**config.mk**
```make
export PLATFORM = sky130hd
export DESIGN_NAME = ip_rx_header_parser
export DESIGN_NICKNAME = d
export VERILOG_FILES = /design/src/rtl/ip_rx_header_parser.sv
export SDC_FILE = /design/constraint.sdc
export NUM_CORES = 1
export LEC_CHECK = 0
export ABC_AREA = 1
export BUFFER_PORTS_ARGS = -buffer_cell sky130_fd_sc_hd__buf_2
export CAP_MARGIN = 20
export CORE_ASPECT_RATIO = 2
export CORE_UTILIZATION = 30
export DETAILED_ROUTE_END_ITERATION = 6
export PLACE_DENSITY = 0.52
export SYNTH_ARGS = -nofsm -noshare
export SYNTH_HDL_FRONTEND = slang
export SYNTH_SLANG_ARGS = --single-unit
```
**constraint.sdc**
```tcl
create_clock -name clk -period 12.2 [get_ports clk]
set_input_delay 2.44 -clock clk [delete_from_list [all_inputs] [get_ports clk]]
set_output_delay 2.44 -clock clk [all_outputs]
set_load 0.1 [all_outputs]
```
**src/rtl/ip_rx_header_parser.sv**
```systemverilog
// ip_rx_header_parser
//   Receive-side IPv4 header parser. Takes the byte stream that follows the
//   stripped EtherType 0x0800, validates the header (version, IHL, header
//   checksum, destination address, fragmentation, length) and forwards exactly
//   total_length - IHL*4 payload bytes. Ethernet padding and rejected
//   datagrams are discarded.
//
//   Build option: define IP_RX_BROADCAST_EN to also accept dst 255.255.255.255.
//
// Ports
//   clk, rst           system clock, synchronous active-high reset
//   rx_data/rx_valid   input byte stream; only rx_valid cycles advance state
//   rx_sof/rx_eof      first header byte / last byte of the Ethernet frame
//   hdr_done           one-cycle pulse, header accepted
//   hdr_err/err_code   one-cycle pulse with reject reason (1..7)
//   src_ip, dst_ip,
//   protocol,
//   total_length       header fields, stable from hdr_done until next rx_sof
//   pl_data/pl_valid   payload byte, one cycle behind rx_data
//   pl_last            final payload byte
//   busy               frame in progress (FSM not in IDLE)
//
// state | meaning
// IDLE  | waiting for rx_sof, other bytes ignored
// HDR   | header bytes latched by index and summed
// PAY   | payload bytes forwarded, length counter running
// DROP  | discarding bytes until rx_eof

module ip_rx_header_parser #(
   parameter logic [31:0] LOCAL_IP = 32'hC0A80003,
   parameter int unsigned ACC_W    = 21
) (
   input  logic        clk,
   input  logic        rst,
   input  logic [7:0]  rx_data,
   input  logic        rx_valid,
   input  logic        rx_sof,
   input  logic        rx_eof,
   output logic        hdr_done,
   output logic        hdr_err,
   output logic [2:0]  err_code,
   output logic [31:0] src_ip,
   output logic [31:0] dst_ip,
   output logic [7:0]  protocol,
   output logic [15:0] total_length,
   output logic [7:0]  pl_data,
   output logic        pl_valid,
   output logic        pl_last,
   output logic        busy
);

   typedef enum logic [1:0] {
      S_IDLE = 2'd0,
      S_HDR  = 2'd1,
      S_PAY  = 2'd2,
      S_DROP = 2'd3
   } state_t;

   localparam logic [2:0] ERR_VER   = 3'd1;
   localparam logic [2:0] ERR_IHL   = 3'd2;
   localparam logic [2:0] ERR_CSUM  = 3'd3;
   localparam logic [2:0] ERR_DST   = 3'd4;
   localparam logic [2:0] ERR_FRAG  = 3'd5;
   localparam logic [2:0] ERR_TRUNC = 3'd6;
   localparam logic [2:0] ERR_LEN   = 3'd7;

   state_t           state, state_n;
   logic [5:0]       idx, idx_n;
   logic [ACC_W-1:0] acc, acc_n;
   logic [7:0]       hi, hi_n;
   logic [15:0]      cnt, cnt_n;
   logic             done_n, err_n;
   logic [2:0]       code_n;
   logic             pl_valid_n, pl_last_n;
   logic [7:0]       pl_data_n;

   logic [3:0]       version_r;
   logic [3:0]       ihl_r;
   logic             frag_mf;
   logic [12:0]      frag_off;

   logic             hdr_byte;
   logic [5:0]       idx_cur;
   logic [5:0]       last_idx;
   logic [15:0]      hdr_len;
   logic [15:0]      pay_len;
   logic [ACC_W-1:0] sum_full;
   logic [16:0]      fold1;
   logic [15:0]      fold2;
   logic [31:0]      dst_now;
   logic             dst_ok;
   logic [2:0]       verdict;

   // A header byte is either the rx_sof byte (index 0 from any state) or any
   // valid byte while in HDR.
   assign hdr_byte = rx_valid && (rx_sof || (state == S_HDR));
   assign idx_cur  = rx_sof ? 6'd0 : idx;

   assign last_idx = {ihl_r, 2'b00} - 6'd1;
   assign hdr_len  = {10'd0, ihl_r, 2'b00};
   assign pay_len  = total_length - hdr_len;

   // The last header word is added combinationally so the verdict can be
   // registered on the last header byte itself.
   assign sum_full = acc + {{(ACC_W-16){1'b0}}, hi, rx_data};
   assign fold1    = {1'b0, sum_full[15:0]} + 17'(sum_full[ACC_W-1:16]);
   assign fold2    = fold1[15:0] + {15'd0, fold1[16]};

   // With IHL=5 the last dst byte arrives together with the verdict.
   assign dst_now  = (idx == 6'd19) ? {dst_ip[23:0], rx_data} : dst_ip;

`ifdef IP_RX_BROADCAST_EN
   assign dst_ok = (dst_now == LOCAL_IP) || (dst_now == 32'hFFFF_FFFF);
`else
   assign dst_ok = (dst_now == LOCAL_IP);
`endif

   always_comb begin
      verdict = 3'd0;
      if (version_r != 4'd4)
         verdict = ERR_VER;
      else if (fold2 != 16'hFFFF)
         verdict = ERR_CSUM;
      else if (!dst_ok)
         verdict = ERR_DST;
      else if (frag_mf || (frag_off != 13'd0))
         verdict = ERR_FRAG;
      else if (rx_eof && (total_length > hdr_len))
         verdict = ERR_TRUNC;
      else if (total_length < hdr_len)
         verdict = ERR_LEN;
   end

   always_ff @(posedge clk) begin
      if (rst) begin
         state    <= S_IDLE;
         idx      <= 6'd0;
         acc      <= '0;
         hi       <= 8'd0;
         cnt      <= 16'd0;
         hdr_done <= 1'b0;
         hdr_err  <= 1'b0;
         err_code <= 3'd0;
         pl_data  <= 8'd0;
         pl_valid <= 1'b0;
         pl_last  <= 1'b0;
      end else begin
         state    <= state_n;
         idx      <= idx_n;
         acc      <= acc_n;
         hi       <= hi_n;
         cnt      <= cnt_n;
         hdr_done <= done_n;
         hdr_err  <= err_n;
         err_code <= code_n;
         pl_data  <= pl_data_n;
         pl_valid <= pl_valid_n;
         pl_last  <= pl_last_n;
      end
   end

   always_comb begin
      state_n    = state;
      idx_n      = idx;
      acc_n      = acc;
      hi_n       = hi;
      cnt_n      = cnt;
      done_n     = 1'b0;
      err_n      = 1'b0;
      code_n     = 3'd0;
      pl_valid_n = 1'b0;
      pl_last_n  = 1'b0;
      pl_data_n  = pl_data;

      if (rx_valid && rx_sof) begin
         // Restart on a new header; an interrupted payload is reported.
         if (state == S_PAY) begin
            err_n  = 1'b1;
            code_n = ERR_TRUNC;
         end
         idx_n   = 6'd1;
         acc_n   = '0;
         hi_n    = rx_data;
         state_n = S_HDR;
         if (rx_data[3:0] < 4'd5) begin
            err_n   = 1'b1;
            code_n  = (rx_data[7:4] != 4'd4) ? ERR_VER : ERR_IHL;
            idx_n   = 6'd0;
            state_n = rx_eof ? S_IDLE : S_DROP;
         end else if (rx_eof) begin
            err_n   = 1'b1;
            code_n  = ERR_TRUNC;
            idx_n   = 6'd0;
            state_n = S_IDLE;
         end
      end else if (rx_valid) begin
         case (state)
            S_HDR: begin
               idx_n = idx + 6'd1;
               if (!idx[0])
                  hi_n = rx_data;
               else
                  acc_n = sum_full;
               if (idx == last_idx) begin
                  idx_n = 6'd0;
                  acc_n = '0;
                  if (verdict == 3'd0) begin
                     done_n = 1'b1;
                     cnt_n  = pay_len;
                     if (pay_len == 16'd0)
                        state_n = rx_eof ? S_IDLE : S_DROP;
                     else
                        state_n = S_PAY;
                  end else begin
                     err_n   = 1'b1;
                     code_n  = verdict;
                     state_n = rx_eof ? S_IDLE : S_DROP;
                  end
               end else if (rx_eof) begin
                  err_n   = 1'b1;
                  code_n  = ERR_TRUNC;
                  idx_n   = 6'd0;
                  acc_n   = '0;
                  state_n = S_IDLE;
               end
            end
            S_PAY: begin
               pl_valid_n = 1'b1;
               pl_data_n  = rx_data;
               cnt_n      = cnt - 16'd1;
               if (cnt == 16'd1) begin
                  pl_last_n = 1'b1;
                  state_n   = rx_eof ? S_IDLE : S_DROP;
               end else if (rx_eof) begin
                  // Frame ended short of total_length.
                  pl_last_n = 1'b1;
                  err_n     = 1'b1;
                  code_n    = ERR_TRUNC;
                  state_n   = S_IDLE;
               end
            end
            S_DROP: begin
               if (rx_eof)
                  state_n = S_IDLE;
            end
            default: begin
               state_n = S_IDLE;
            end
         endcase
      end
   end

   // Header field capture by byte index.
   always_ff @(posedge clk) begin
      if (rst) begin
         version_r    <= 4'd0;
         ihl_r        <= 4'd0;
         frag_mf      <= 1'b0;
         frag_off     <= 13'd0;
         src_ip       <= 32'd0;
         dst_ip       <= 32'd0;
         protocol     <= 8'd0;
         total_length <= 16'd0;
      end else if (hdr_byte) begin
         case (idx_cur)
            6'd0: begin
               version_r <= rx_data[7:4];
               ihl_r     <= rx_data[3:0];
            end
            6'd2:  total_length[15:8] <= rx_data;
            6'd3:  total_length[7:0]  <= rx_data;
            6'd6: begin
               frag_mf        <= rx_data[5];
               frag_off[12:8] <= rx_data[4:0];
            end
            6'd7:  frag_off[7:0] <= rx_data;
            6'd9:  protocol      <= rx_data;
            6'd12, 6'd13, 6'd14, 6'd15: src_ip <= {src_ip[23:0], rx_data};
            6'd16, 6'd17, 6'd18, 6'd19: dst_ip <= {dst_ip[23:0], rx_data};
            default: ;
         endcase
      end
   end

   assign busy = (state != S_IDLE);

endmodule

```
# Yosys cells after proc, flatten, opt, wreduce, memory -nomap -nowiden

Index checks and enable logic that the tools add are counted.

$add $sub $neg: 7
Magnitude comparators: 3
Equal/unequal tests: 26
Multiplexer cells: 59
Bitwise logic cells: 5
Reductions and logical operators: 33

Operators with widths:

| cell                                               | number |
|---|---|
| 2-to-1 mux 21 bit                                  | 3 |
| 2-to-1 mux 3 bit                                   | 15 |
| 2-to-1 mux 6 bit                                   | 6 |
| == test 32 bit, second input constant              | 1 |
| 2-to-1 mux 16 bit                                  | 2 |
| 2-to-1 mux 32 bit                                  | 1 |
| 2-to-1 mux 8 bit                                   | 4 |
| one-hot mux 16 bit (2 select lines)                | 1 |
| == test 6 x 4 -> 1 bit, second input constant      | 5 |
| == test 6 x 5 -> 1 bit, second input constant      | 5 |
| adder 21 x 16 -> 21 bit                            | 1 |
| 2-to-1 mux 2 bit                                   | 10 |
| AND reduction 2 bit                                | 9 |
| adder 16 x 5 -> 17 bit                             | 1 |
| adder 16 x 1 -> 16 bit                             | 1 |
| == test 16 x 1 -> 1 bit, second input constant     | 1 |
| > comparator 16 x 6 -> 1 bit                       | 1 |
| zero test 16 bit                                   | 1 |
| less-than comparator 16 x 6 -> 1 bit               | 1 |
| != test 16 bit, second input constant              | 1 |
| subtractor 16 x 1 -> 16 bit, second input constant | 1 |
| subtractor 16 x 6 -> 16 bit                        | 1 |
| 2-to-1 mux 1 bit                                   | 14 |
| nonzero test 13 bit                                | 1 |
| other kinds (26)                                   | 46 |

Bits in registers: 178
Bits of input ports: 13
Output and inout bits: 104

# Longest topological paths before layout

Gate-level depths: netlist of the first run.

Word-level depth: 13
Mapped depth: 48
Gate-level depth less buffers: 48

# Worst setup path after synthesis of the first run

No wires, ideal clock.

Kind: input to register
Start point: input port rx_data[1]
End point: register cnt[13]
Data arrival time: 7.802 ns
Required time: 12.082 ns
Slack: 4.280 ns
Cell stages on the path: 45
Path buffers: 1
Cell sequence: clkinv_1 -> fa_1 -> inv_1 -> nand2_1 -> nand2_2 -> nand3_2 -> nand2_2 -> nand3_1 -> nand2_1 -> inv_1 -> o31ai_1 -> xor2_1 -> ha_1 -> inv_1 -> fa_1 -> inv_1 -> nand3_1 -> nand2_1 -> (+9 left out) -> ha_1 -> nand3_1 -> nand3b_1 -> nor2_1 -> nand3_1 -> nor2_1 -> nand2_1 -> xor2_1 -> nand2_1 -> nor2_2 -> nand4_2 -> nor2_4 -> nand3_4 -> nand2_1 -> nand2_1 -> buf_2 -> nor3_1 -> nor2_1

Cells in the longest elaborated chain, start to end: 9

Ends and longest elaborated chain:

| item                                      | RTL line | RTL |
|---|---|---|
| start: declaration                        | 35       | `input logic [7:0] rx_data,` |
| adder 21 x 16 -> 21 bit                   | 105      | `assign sum_full = acc + {{(ACC_W-16){1'b0}}, hi, rx_data};` |
| adder 16 x 5 -> 17 bit                    | 106      | `assign fold1 = {1'b0, sum_full[15:0]} + 17'(sum_full[ACC_W-1:16]);` |
| adder 16 x 1 -> 16 bit                    | 107      | `assign fold2 = fold1[15:0] + {15'd0, fold1[16]};` |
| != test 16 bit                            | 122      | `else if (fold2 != 16'hFFFF)` |
| 2-to-1 mux 3 bit *                        | 122      |  |
| 2-to-1 mux 3 bit *                        | 120      | `if (version_r != 4'd4)` |
| zero test 3 bit *                         | 207      | `if (verdict == 3'd0) begin` |
| != test 2 x 1 -> 1 bit (no source line) * | -        |  |
| AND reduction 5 bit (no source line) *    | -        |  |
| end signal: assignment                    | 152      | `cnt <= cnt_n;` |
| end: declaration                          | 71       | `logic [15:0] cnt, cnt_n;` |

Every way passes the cells marked *; elsewhere a longest branch is shown, timed or not.
A chain may end at the register's enable or synchronous reset.

# Worst setup path in the final report of the first run

Start point: input port rx_data[1]
End point: register cnt[4]

The elaborated chain is that of the path after synthesis.

==> impl_metrics.env, run 1 <==
export IMPL_status="finished, final reports clean"
export IMPL_drive_above_1_share=0.1211
export IMPL_io_pins=117
export IMPL_setup_viol=0
export IMPL_drc=0
export IMPL_hold_depth=2
export IMPL_fmax_mhz=112.2
export IMPL_port_buffers=116
export IMPL_crit_path_start_kind="input port"
export IMPL_numCtsBuffers=17
export IMPL_antenna_cells=0
export IMPL_synthSimpleGateAreaFrac=0.3083
export IMPL_grt_overflow_total=0
export IMPL_worstMarginPinSlew_ps=1030
export IMPL_clock_latency_ps=450
export IMPL_async_flop_share=0
export IMPL_cap_violations=0
export IMPL_die_area_um2=33620
export IMPL_p_per_area_nw_per_um2=115.3
export IMPL_hold_path_class="register to register"
export IMPL_nets=1625
export IMPL_drt_initial_drc_count=558
export IMPL_place_ws_ps=2769
export IMPL_initial_core_util=0.3057
export IMPL_r2r_cells=45
export IMPL_required_ps=12510
export IMPL_path_class="input port to register"
export IMPL_post_cts_resized=0
export IMPL_areaGrowthSynthToFinish_pct=15.29
export IMPL_wl_met1_mm=11.62
export IMPL_finalHoldViolations=0
export IMPL_yosysWarnings=0
export IMPL_grt_pass1_vias=9390
export IMPL_clockRootBuffer="clkbuf_16"
export IMPL_synth_fa_ha_area_frac=0.05181
export IMPL_synth_avg_cell_area_um2=6.622
export IMPL_ys_types=48
export IMPL_synth_edff_count=0
export IMPL_critPathMaxFanout=19
export IMPL_num_rows=93
export IMPL_cts_tree="yes"
export IMPL_crit_path_frequent_cell="nand2_1"
export IMPL_cp_arrival_ps=9220
export IMPL_grt_pass1_wl_mm=50.97
export IMPL_grt_antenna_before_repair=0
export IMPL_cts_hold_buf=0
export IMPL_hpwl_mm=24.80
export IMPL_syn_inst=1488
export IMPL_p_leak_nw=5.087
export IMPL_drtAntennaViolNets=0
export IMPL_synthXorXnorAreaFrac=0.02489
export IMPL_fp_dieW_um=130.2
export IMPL_grt_max_degree=74
export IMPL_max_slew_margin_rel=0.3118
export IMPL_crit_path_end_kind="register"
export IMPL_htreeDepth=4
export IMPL_muxShareOfSynthArea=0
export IMPL_wl_met2_mm=18.51
export IMPL_core_um2=32230
export IMPL_period_needed_ps=8915
export IMPL_slowest_delay_ps=570
export IMPL_syn_cell_area_um2=9853
export IMPL_rsz0062_at_grt="no"
export IMPL_routabilityCongestion=0.9028
export IMPL_wire_per_inst_um=16.32
export IMPL_track_usage=0.2020
export IMPL_slew_violations=0
export IMPL_cts_sinks=178
export IMPL_finClkSkew_ps=13.26
export IMPL_crit_slowest_cell="fa_1"
export IMPL_synth_top_family_by_area="simple AND/OR/NAND/NOR gates"
export IMPL_synth_seq_area_share=0.3617
export IMPL_worst_slack_ps=3285
export IMPL_dr_pass1_iters=5
export IMPL_cts_buffer_depth=2
export IMPL_synthFlopType="dfxtp_1"
export IMPL_synth_seq_cells=178
export IMPL_clk_pin_slew_ps=70
export IMPL_peakVddDrop_mv=0.07323
export IMPL_syn_num_nets=1540
export IMPL_postCtsSetupBuffers=0
export IMPL_synth_compound_area_share=0.1632
export IMPL_top_layer="met4"
export IMPL_fin_crit_sh=0.7307
export IMPL_vias=9654
export IMPL_via_per_inst=4.798
export IMPL_drt_wl_total_mm=32.84
export IMPL_die_h_um=258.3
export IMPL_fin_setup_tns_ps=0
export IMPL_dr_wl_met3_um=758
## flip-flops by register name, summed over array words and instances (netlist names)
signal        count
dst_ip           32
src_ip           32
acc              21
cnt              16
total_length     16
frag_off         13
hi                8
pl_data           8
protocol          8
idx               6
ihl_r             4
version_r         4
err_code          3
state             2
frag_mf           1
hdr_done          1
hdr_err           1
pl_last           1
pl_valid          1
## critical path: cells and delay by family
family	cells	cell delay, ps
fa+ha+maj	5	1510
xor+xnor	2	400
compound gates	2	850
simple gates	29	2960
buf+inv	7	1030
## per-layer routing
metal | GRT usage | vias to the layer above
met4 | 0.1273 | 0
met5 | 0 | -
met3 | 0.02725 | 72
met1 | 0.1911 | 4416
li1 | - | 4986
met2 | 0.3936 | 180
## placed cells by master (no fill, tap or decap), types with 7 or more instances in the layout
cell,instances
o21ai_0,148
ha_1,36
buf_2,116
a21oi_1,126
clkbuf_16,17
nor2_1,248
xor2_1,13
a22oi_1,8
dfxtp_1,178
nand3_1,79
nand3b_1,7
xnor2_1,15
nor2_2,9
nor4_1,15
inv_1,171
nand2_1,287
nand2_2,11
nand4_1,17
nor3_1,12
## Yosys cell counts (2+ instances only)
master	instances	area, um2
nand2_1	287	1077
nor2_1	248	930.9
dfxtp_1	178	3563
inv_1	172	645.6
o21ai_0	148	740.7
a21oi_1	126	630.6
nand3_1	79	395.4
clkbuf_1	51	191.4
ha_1	36	450.4
nand4_1	17	106.4
nor4_1	15	93.84
xnor2_1	15	131.4
xor2_1	13	113.9
nor3_1	12	60.06
nand2_2	11	68.82
nor2_2	9	56.30
a22oi_1	8	60.06
nand3b_1	7	52.55
clkinv_1	5	18.77
nand3_2	5	50.05
o21ai_1	5	25.02
a221oi_1	3	26.28
fa_1	3	60.06
nand2_4	3	33.78
a21oi_2	2	17.52
a31oi_1	2	12.51
buf_2	2	10.01
inv_2	2	7.510
nor2_4	2	22.52
o211ai_1	2	15.01
o21bai_1	2	15.01
or2_2	2	12.51
## worst paths after layout
path	from	endpoint	slack, ps
setup / recovery	rx_data[1]	cnt[4]$_SDFFE_PP0P_	3290
setup reg to reg	acc[0]$_SDFFE_PP0P_	cnt[4]$_SDFFE_PP0P_	5490
hold reg to reg	src_ip[30]$_SDFFE_PP0P_	src_ip[30]$_SDFFE_PP0P_	440
hold / removal	src_ip[30]$_SDFFE_PP0P_	src_ip[30]$_SDFFE_PP0P_	440
## where the power goes
group          internal [mW]  switching, mW  leakage, nW
Sequential             0.589        0.00570         1.44
Clock                  0.288          0.264        0.274
Combinational         0.0458          0.117         3.37
## final cells by class
class	instances	area, um2
fillers	3546	20870
multi-input cells	1076	5401
flip-flops and latches	178	3563
inverters	179	673.1
repair buffers	121	618.1
well taps	427	534.3
clock buffers	18	429.2
clock inverters	13	140.1
## metrics by stage
stage | total power, mW | area [um2] | hold slack [ps] | instances | utilization
4_1_cts | 1.325 | 11360 | 445.5 | 2012 | 0.3524
5_1_grt | 1.364 | 11360 | 463.7 | 2012 | 0.3524
2_1_floorplan | 0.7235 | 9853 | 431.0 | 1488 | -
6_report | 1.310 | 11360 | 441.6 | 2012 | 0.3524
3_3_place_gp | 0.7708 | 10790 | 430.7 | 1981 | 0.3348
3_5_place_dp | 0.7711 | 10790 | 433.8 | 1981 | 0.3348
## cells by family after synthesis
group | count (synthesis)
AOI/OAI and AO/OA | 305
adders and majority gates | 39
and+or+nand+nor | 704
buffers and inverters | 234
xor gates and xnor gates | 28
DFF | 178
Note: power is estimated with default switching activity, not from simulation.
==> run 2: changes to the inputs <==
==> constraint.sdc (replaced) <==
create_clock -name clk -period 9.2 [get_ports clk]
set_input_delay 1.84 -clock clk [delete_from_list [all_inputs] [get_ports clk]]
set_output_delay 1.84 -clock clk [all_outputs]
set_load 0.1 [all_outputs]
==> run 2 against run 1 <==
Largest power group unchanged. Register-to-register slack got worse by 3000 ps. Hold slack hardly changed. Count of clock-buffer cells in the layout down 1. Total power rose by 35%. Flip-flop and latch count unchanged. Sequential share of layout area decreased by 0.18 points. Cell count rose by 0.25%. Utilization is 0.21 points higher.
==> impl_metrics.env, run 2 (synthesis gave the netlist of run 1 again) <==
export IMPL_num_rows=93
export IMPL_grt_pass1_wl_mm=51.50
export IMPL_worstMarginPinSlew_ps=1002
export IMPL_initial_core_util=0.3057
export IMPL_crit_cells=46
export IMPL_hold_path_class="register to register"
export IMPL_cp_num_buf_inv=7
export IMPL_grt_pass1_vias=9552
export IMPL_r2r_cells=45
export IMPL_clockRootBuffer="clkbuf_16"
export IMPL_max_slew_margin_rel=0.3307
export IMPL_via_per_inst=4.829
export IMPL_critPathTopFamily="simple AND/OR/NAND/NOR gates"
export IMPL_fmax_mhz=127.1
export IMPL_finClkSkew_ps=19.80
export IMPL_critPathMaxFanout=19
export IMPL_core_um2=32230
export IMPL_cts_hold_buf=0
export IMPL_clk_pin_slew_ps=70
export IMPL_worst_slack_ps=1330
export IMPL_areaGrowthSynthToFinish_pct=15.96
export IMPL_num_fill_cells=3525
export IMPL_io_pins=117
export IMPL_drive_above_1_share=0.1245
export IMPL_layout_cells_most_common="nand2_1"
export IMPL_track_usage=0.2046
export IMPL_place_ws_ps=896.9
export IMPL_crit_path_start_kind="input port"
export IMPL_slowest_delay_ps=460
export IMPL_crit_path_end_kind="register"
export IMPL_die_h_um=258.3
export IMPL_setup_viol=0
export IMPL_numCtsBuffers=17
export IMPL_rsz0062_at_grt="no"
export IMPL_postCtsSetupBuffers=0
export IMPL_cp_arrival_ps=8210
export IMPL_fin_setup_tns_ps=0
export IMPL_reg_top3="dst_ip x32, src_ip x32, acc x21"
export IMPL_port_buffers=116
export IMPL_fp_dieW_um=130.2
export IMPL_cts_tree="yes"
export IMPL_crit_slowest_cell="a21boi_4"
export IMPL_finalHoldViolations=0
export IMPL_cap_violations=0
export IMPL_peakVddDrop_mv=0.1337
export IMPL_clock_latency_ps=460
export IMPL_endpoint="cnt[14]$_SDFFE_PP0P_"
export IMPL_drt_wl_total_mm=33.26
export IMPL_htreeDepth=4
export IMPL_dr_pass1_iters=5
export IMPL_startpoint="rx_data[0]"
export IMPL_p_per_area_nw_per_um2=155.3
export IMPL_die_area_um2=33620
export IMPL_required_ps=9540
export IMPL_drt_initial_drc_count=532
export IMPL_post_cts_resized=0
export IMPL_r2r_end="cnt[14]$_SDFFE_PP0P_"
export IMPL_path_class="input port to register"
export IMPL_cts_buffer_depth=2
export IMPL_antenna_cells=0
export IMPL_drtAntennaViolNets=0
export IMPL_vias=9741
export IMPL_period_needed_ps=7870
export IMPL_grt_overflow_total=0
export IMPL_crit_path_frequent_cell="nand2_1"
export IMPL_status="finished, final reports clean"
export IMPL_drc=0
export IMPL_r2r_slack_ps=2480
export IMPL_grt_antenna_before_repair=0
export IMPL_wire_per_inst_um=16.49
export IMPL_hpwl_mm=25.04
export IMPL_slew_violations=0
export IMPL_cts_sinks=178
export IMPL_fin_crit_sh=0.8554
export IMPL_routabilityCongestion=0.9114
export IMPL_mostFrequentLayoutCells="287 x nand2_1, 248 x nor2_1, 178 x dfxtp_1, 171 x inv_1, 148 x o21ai_0"
export IMPL_grt_max_degree=87
export IMPL_r2r_start="acc[0]$_SDFFE_PP0P_"
export IMPL_p_leak_nw=5.134
export IMPL_nets=1630
[run 2: per-layer routing]
layer / GRT usage / routed length, um
met4: 0.1531 / 2436
met5: 0 / 0
met3: 0.02725 / 864
met1: 0.1877 / 11550
met2: 0.3947 / 18410
[run 2: cell type report]
cell class / count / area (um2) / share of cell area
multi-input combinational: 1076 / 5401 / 0.4727
sequential: 178 / 3563 / 0.3119
inverter: 179 / 673.1 / 0.05891
timing repair buffer: 126 / 655.6 / 0.05738
tap: 427 / 534.3 / 0.04676
clock buffer: 17 / 425.4 / 0.03723
clock inverter: 14 / 172.7 / 0.01511
[run 2: through the flow]
step | cells | hold WS, ps | util | instance area [um2] | total power, mW
floorplan | 1488 | 431.0 | - | 9853 | 0.9594
global placement | 1986 | 430.2 | 0.3359 | 10830 | 1.024
detailed placement | 1986 | 436.4 | 0.3359 | 10830 | 1.024
CTS | 2017 | 447.3 | 0.3545 | 11430 | 1.789
global route | 2017 | 465.1 | 0.3545 | 11430 | 1.846
finish | 2017 | 441.4 | 0.3545 | 11430 | 1.774
[run 2: power breakdown]
group	internal (mW)	total, mW	switching [mW]
Sequential	0.781	0.788	0.00748
Combinational	0.0623	0.218	0.156
Clock	0.410	0.768	0.358
[run 2: worst min path at each step]
stage	start	endpoint	slack [ps]	cells after the start
floorplan	version_r[2]$_SDFFE_PP0P_	version_r[2]$_SDFFE_PP0P_	430	2
global placement	src_ip[26]$_SDFFE_PP0P_	src_ip[26]$_SDFFE_PP0P_	430	2
detailed placement	src_ip[25]$_SDFFE_PP0P_	src_ip[25]$_SDFFE_PP0P_	440	2
CTS	src_ip[25]$_SDFFE_PP0P_	src_ip[25]$_SDFFE_PP0P_	450	2
global route	src_ip[28]$_SDFFE_PP0P_	src_ip[28]$_SDFFE_PP0P_	470	2
finish	src_ip[30]$_SDFFE_PP0P_	src_ip[30]$_SDFFE_PP0P_	440	2
[run 2: tightest hold or removal path: stages (launching register included)]
cell and delay [ps]:
dfxtp_1 310, inv_1 40, a21oi_1 50
==> run 3: changes to the inputs <==
==> config.mk (replaced) <==
export PLATFORM = sky130hd
export DESIGN_NAME = ip_rx_header_parser
export DESIGN_NICKNAME = d
export VERILOG_FILES = /design/src/rtl/ip_rx_header_parser.sv
export SDC_FILE = /design/constraint.sdc
export NUM_CORES = 1
export LEC_CHECK = 0
export CAP_MARGIN = 20
export CORE_ASPECT_RATIO = 2
export CORE_UTILIZATION = 30
export DETAILED_ROUTE_END_ITERATION = 6
export DONT_BUFFER_PORTS = 1
export HOLD_SLACK_MARGIN = 0.08
export PLACE_DENSITY = 0.49
export SYNTH_ARGS = -nofsm -noshare
export SYNTH_HDL_FRONTEND = slang
export SYNTH_SLANG_ARGS = --single-unit
==> run 3 against run 2 <==
Hold slack gained 24 ps. Clock skew fell by 3.9 ps. Total power decreased by 4.0%. First-iteration DRC count increased by 27%. Critical path depth shrank 16. Sequential power about the same. Die area down 0.50%. Largest power group unchanged. Highest routed layer unchanged.
==> impl_metrics.env, run 3 <==
export IMPL_slowest_delay_ps=830
export IMPL_r2r_end="err_code[2]$_SDFF_PP0_"
export IMPL_finalHoldViolations=0
export IMPL_syn_num_nets=1291
export IMPL_rsz0062_at_grt="no"
export IMPL_syn_inst=1239
export IMPL_layout_cells_most_common="nand2_1"
export IMPL_synth_area_leaders="dfxtp_1 36%, nand2_1 7.5%, a21oi_1 6.5%"
export IMPL_grt_antenna_before_repair=0
export IMPL_fin_setup_tns_ps=0
export IMPL_crit_path_end_kind="register"
export IMPL_dr_pass1_iters=5
export IMPL_grt_pass1_wl_mm=50.65
export IMPL_port_buffers=0
export IMPL_cts_buffer_depth=2
export IMPL_drt_initial_drc_count=675
export IMPL_crit_path_frequent_cell="ha_1"
export IMPL_grt_pass1_vias=8637
export IMPL_synth_edff_count=0
export IMPL_crit_slowest_cell="nor4_1"
export IMPL_worst_slack_ps=870.5
export IMPL_finClkSkew_ps=15.93
export IMPL_core_um2=32230
export IMPL_place_ws_ps=598.2
export IMPL_cp_arrival_ps=8690
export IMPL_routabilityCongestion=0.8493
export IMPL_synth_most_common_cell="nand2_1"
export IMPL_r2r_slack_ps=1910
export IMPL_required_ps=9560
export IMPL_critPathMaxFanout=13
export IMPL_synth_seq_cells=178
export IMPL_cts_hold_buf=0
export IMPL_reg_top3="dst_ip x32, src_ip x32, acc x21"
export IMPL_startpoint="rx_data[0]"
export IMPL_yosysWarnings=0
export IMPL_async_flop_share=0
export IMPL_synth_commonest_cells="195 x nand2_1, 178 x dfxtp_1, 135 x nor2_1"
export IMPL_nets=1267
export IMPL_hold_depth=2
export IMPL_drtAntennaViolNets=0
export IMPL_drt_wl_total_mm=33.47
export IMPL_path_class="input port to register"
export IMPL_io_pins=117
export IMPL_postCtsSetupBuffers=0
export IMPL_fmax_mhz=120.1
export IMPL_slew_violations=0
export IMPL_status="finished, final reports clean"
export IMPL_syn_cell_area_um2=9803
export IMPL_wire_per_inst_um=20.22
export IMPL_grt_overflow_total=0
export IMPL_antenna_cells=0
export IMPL_die_area_um2=33450
export IMPL_synth_avg_cell_area_um2=7.912
export IMPL_r2r_cells=30
export IMPL_synthFlopType="dfxtp_1"
export IMPL_numCtsBuffers=17
export IMPL_fin_crit_sh=0.9054
export IMPL_synth_top_area_cell="dfxtp_1"
export IMPL_htreeDepth=4
export IMPL_hpwl_mm=24.53
export IMPL_num_rows=93
export IMPL_p_per_area_nw_per_um2=155.5
export IMPL_mostFrequentLayoutCells="195 x nand2_1, 178 x dfxtp_1, 134 x nor2_1, 128 x a21oi_1, 54 x mux2i_1"
export IMPL_synth_seq_area_share=0.3635
export IMPL_initial_core_util=0.3041
export IMPL_worstHoldStart="acc[3]$_SDFFE_PP0P_"
export IMPL_cap_violations=0
export IMPL_track_usage=0.2027
export IMPL_clock_latency_ps=450
export IMPL_min_to="acc[3]$_SDFFE_PP0P_"
export IMPL_worstMarginPinSlew_ps=1174
export IMPL_period_needed_ps=8329
export IMPL_drive_above_1_share=0.08225
export IMPL_hold_path_class="register to register"
export IMPL_drc=0
export IMPL_vias=8978
export IMPL_cts_sinks=178
export IMPL_max_slew_margin_rel=0.2166
export IMPL_via_per_inst=5.425
export IMPL_fp_dieW_um=129.8
export IMPL_clk_pin_slew_ps=80
export IMPL_peakVddDrop_mv=0.1357
export IMPL_cts_tree="yes"
export IMPL_p_leak_nw=3.973
export IMPL_clockRootBuffer="clkbuf_16"
export IMPL_ys_types=80
export IMPL_crit_path_start_kind="input port"
export IMPL_post_cts_resized=0
export IMPL_grt_max_degree=158
export IMPL_die_h_um=257.6
export IMPL_num_fill_cells=3400
export IMPL_r2r_start="acc[0]$_SDFFE_PP0P_"
export IMPL_areaGrowthSynthToFinish_pct=11.75
export IMPL_setup_viol=0
export IMPL_synth_top_area_frac=0.3635
==> run 3: worst max-delay path: cells and delay by family <==
kind | cells | cell delay, ps
simple gates | 10 | 2600
compound gates | 10 | 2200
fa+ha+maj | 6 | 1630
xor+xnor | 2 | 300
buf+inv | 2 | 120
==> run 3: how the worst max path moves through the flow <==
stage / to / cells past startpoint
after floorplan: cnt[13]$_SDFFE_PP0P_ / 31
after global placement: cnt[9]$_SDFFE_PP0P_ / 30
after detailed placement: err_code[2]$_SDFF_PP0_ / 30
after CTS: cnt[12]$_SDFFE_PP0P_ / 30
after global routing: err_code[2]$_SDFF_PP0_ / 30
final: err_code[2]$_SDFF_PP0_ / 30
==> run 3: report_power, final <==
group,internal (mW),switching (mW)
Clock,0.398,0.377
Combinational,0.0501,0.0906
Sequential,0.776,0.0112
==> run 3: layout make-up <==
class / count / area, um2 / share of cell area
clock buffer: 17 / 425.4 / 0.03883
clock inverter: 15 / 205.2 / 0.01873
inverter: 29 / 108.9 / 0.009936
multi-input combinational: 952 / 5821 / 0.5313
sequential: 178 / 3563 / 0.3253
tap: 427 / 534.3 / 0.04877
timing repair buffer: 37 / 297.8 / 0.02718
==> run 3: logic make-up (layout without fill, tap and decap cells) <==
group,after synthesis,count (layout),synth area share
and+or+nand+nor,541,541,0.2622
AOI/OAI and AO/OA,283,283,0.1900
DFF,178,178,0.3635
buffers and inverters,109,98,0.04365
muxes,55,55,0.05743
adders and majority gates,39,39,0.05207
xor gates and xnor gates,34,34,0.03114
==> run 3: routing by layer <==
layer  vias up  GRT usage  wire [um]
li1       4379          -          -
met1      4284     0.1976      11770
met2       227     0.3737      18100
met3        88    0.03108       1177
met4         0     0.1544       2431
met5         -          0          0
==> run 3: metrics by stage <==
step / total power, mW / cells / utilization / instance area, um2 / hold WS, ps
detailed placement: 0.9462 / 1622 / 0.3195 / 10300 / 457.8
finish: 1.704 / 1655 / 0.3399 / 10960 / 465.7
floorplan: 0.9239 / 1239 / - / 9803 / 435.6
global route: 1.769 / 1655 / 0.3399 / 10960 / 474.1
CTS: 1.726 / 1654 / 0.3390 / 10930 / 467.6
global placement: 0.9454 / 1622 / 0.3195 / 10300 / 444.6
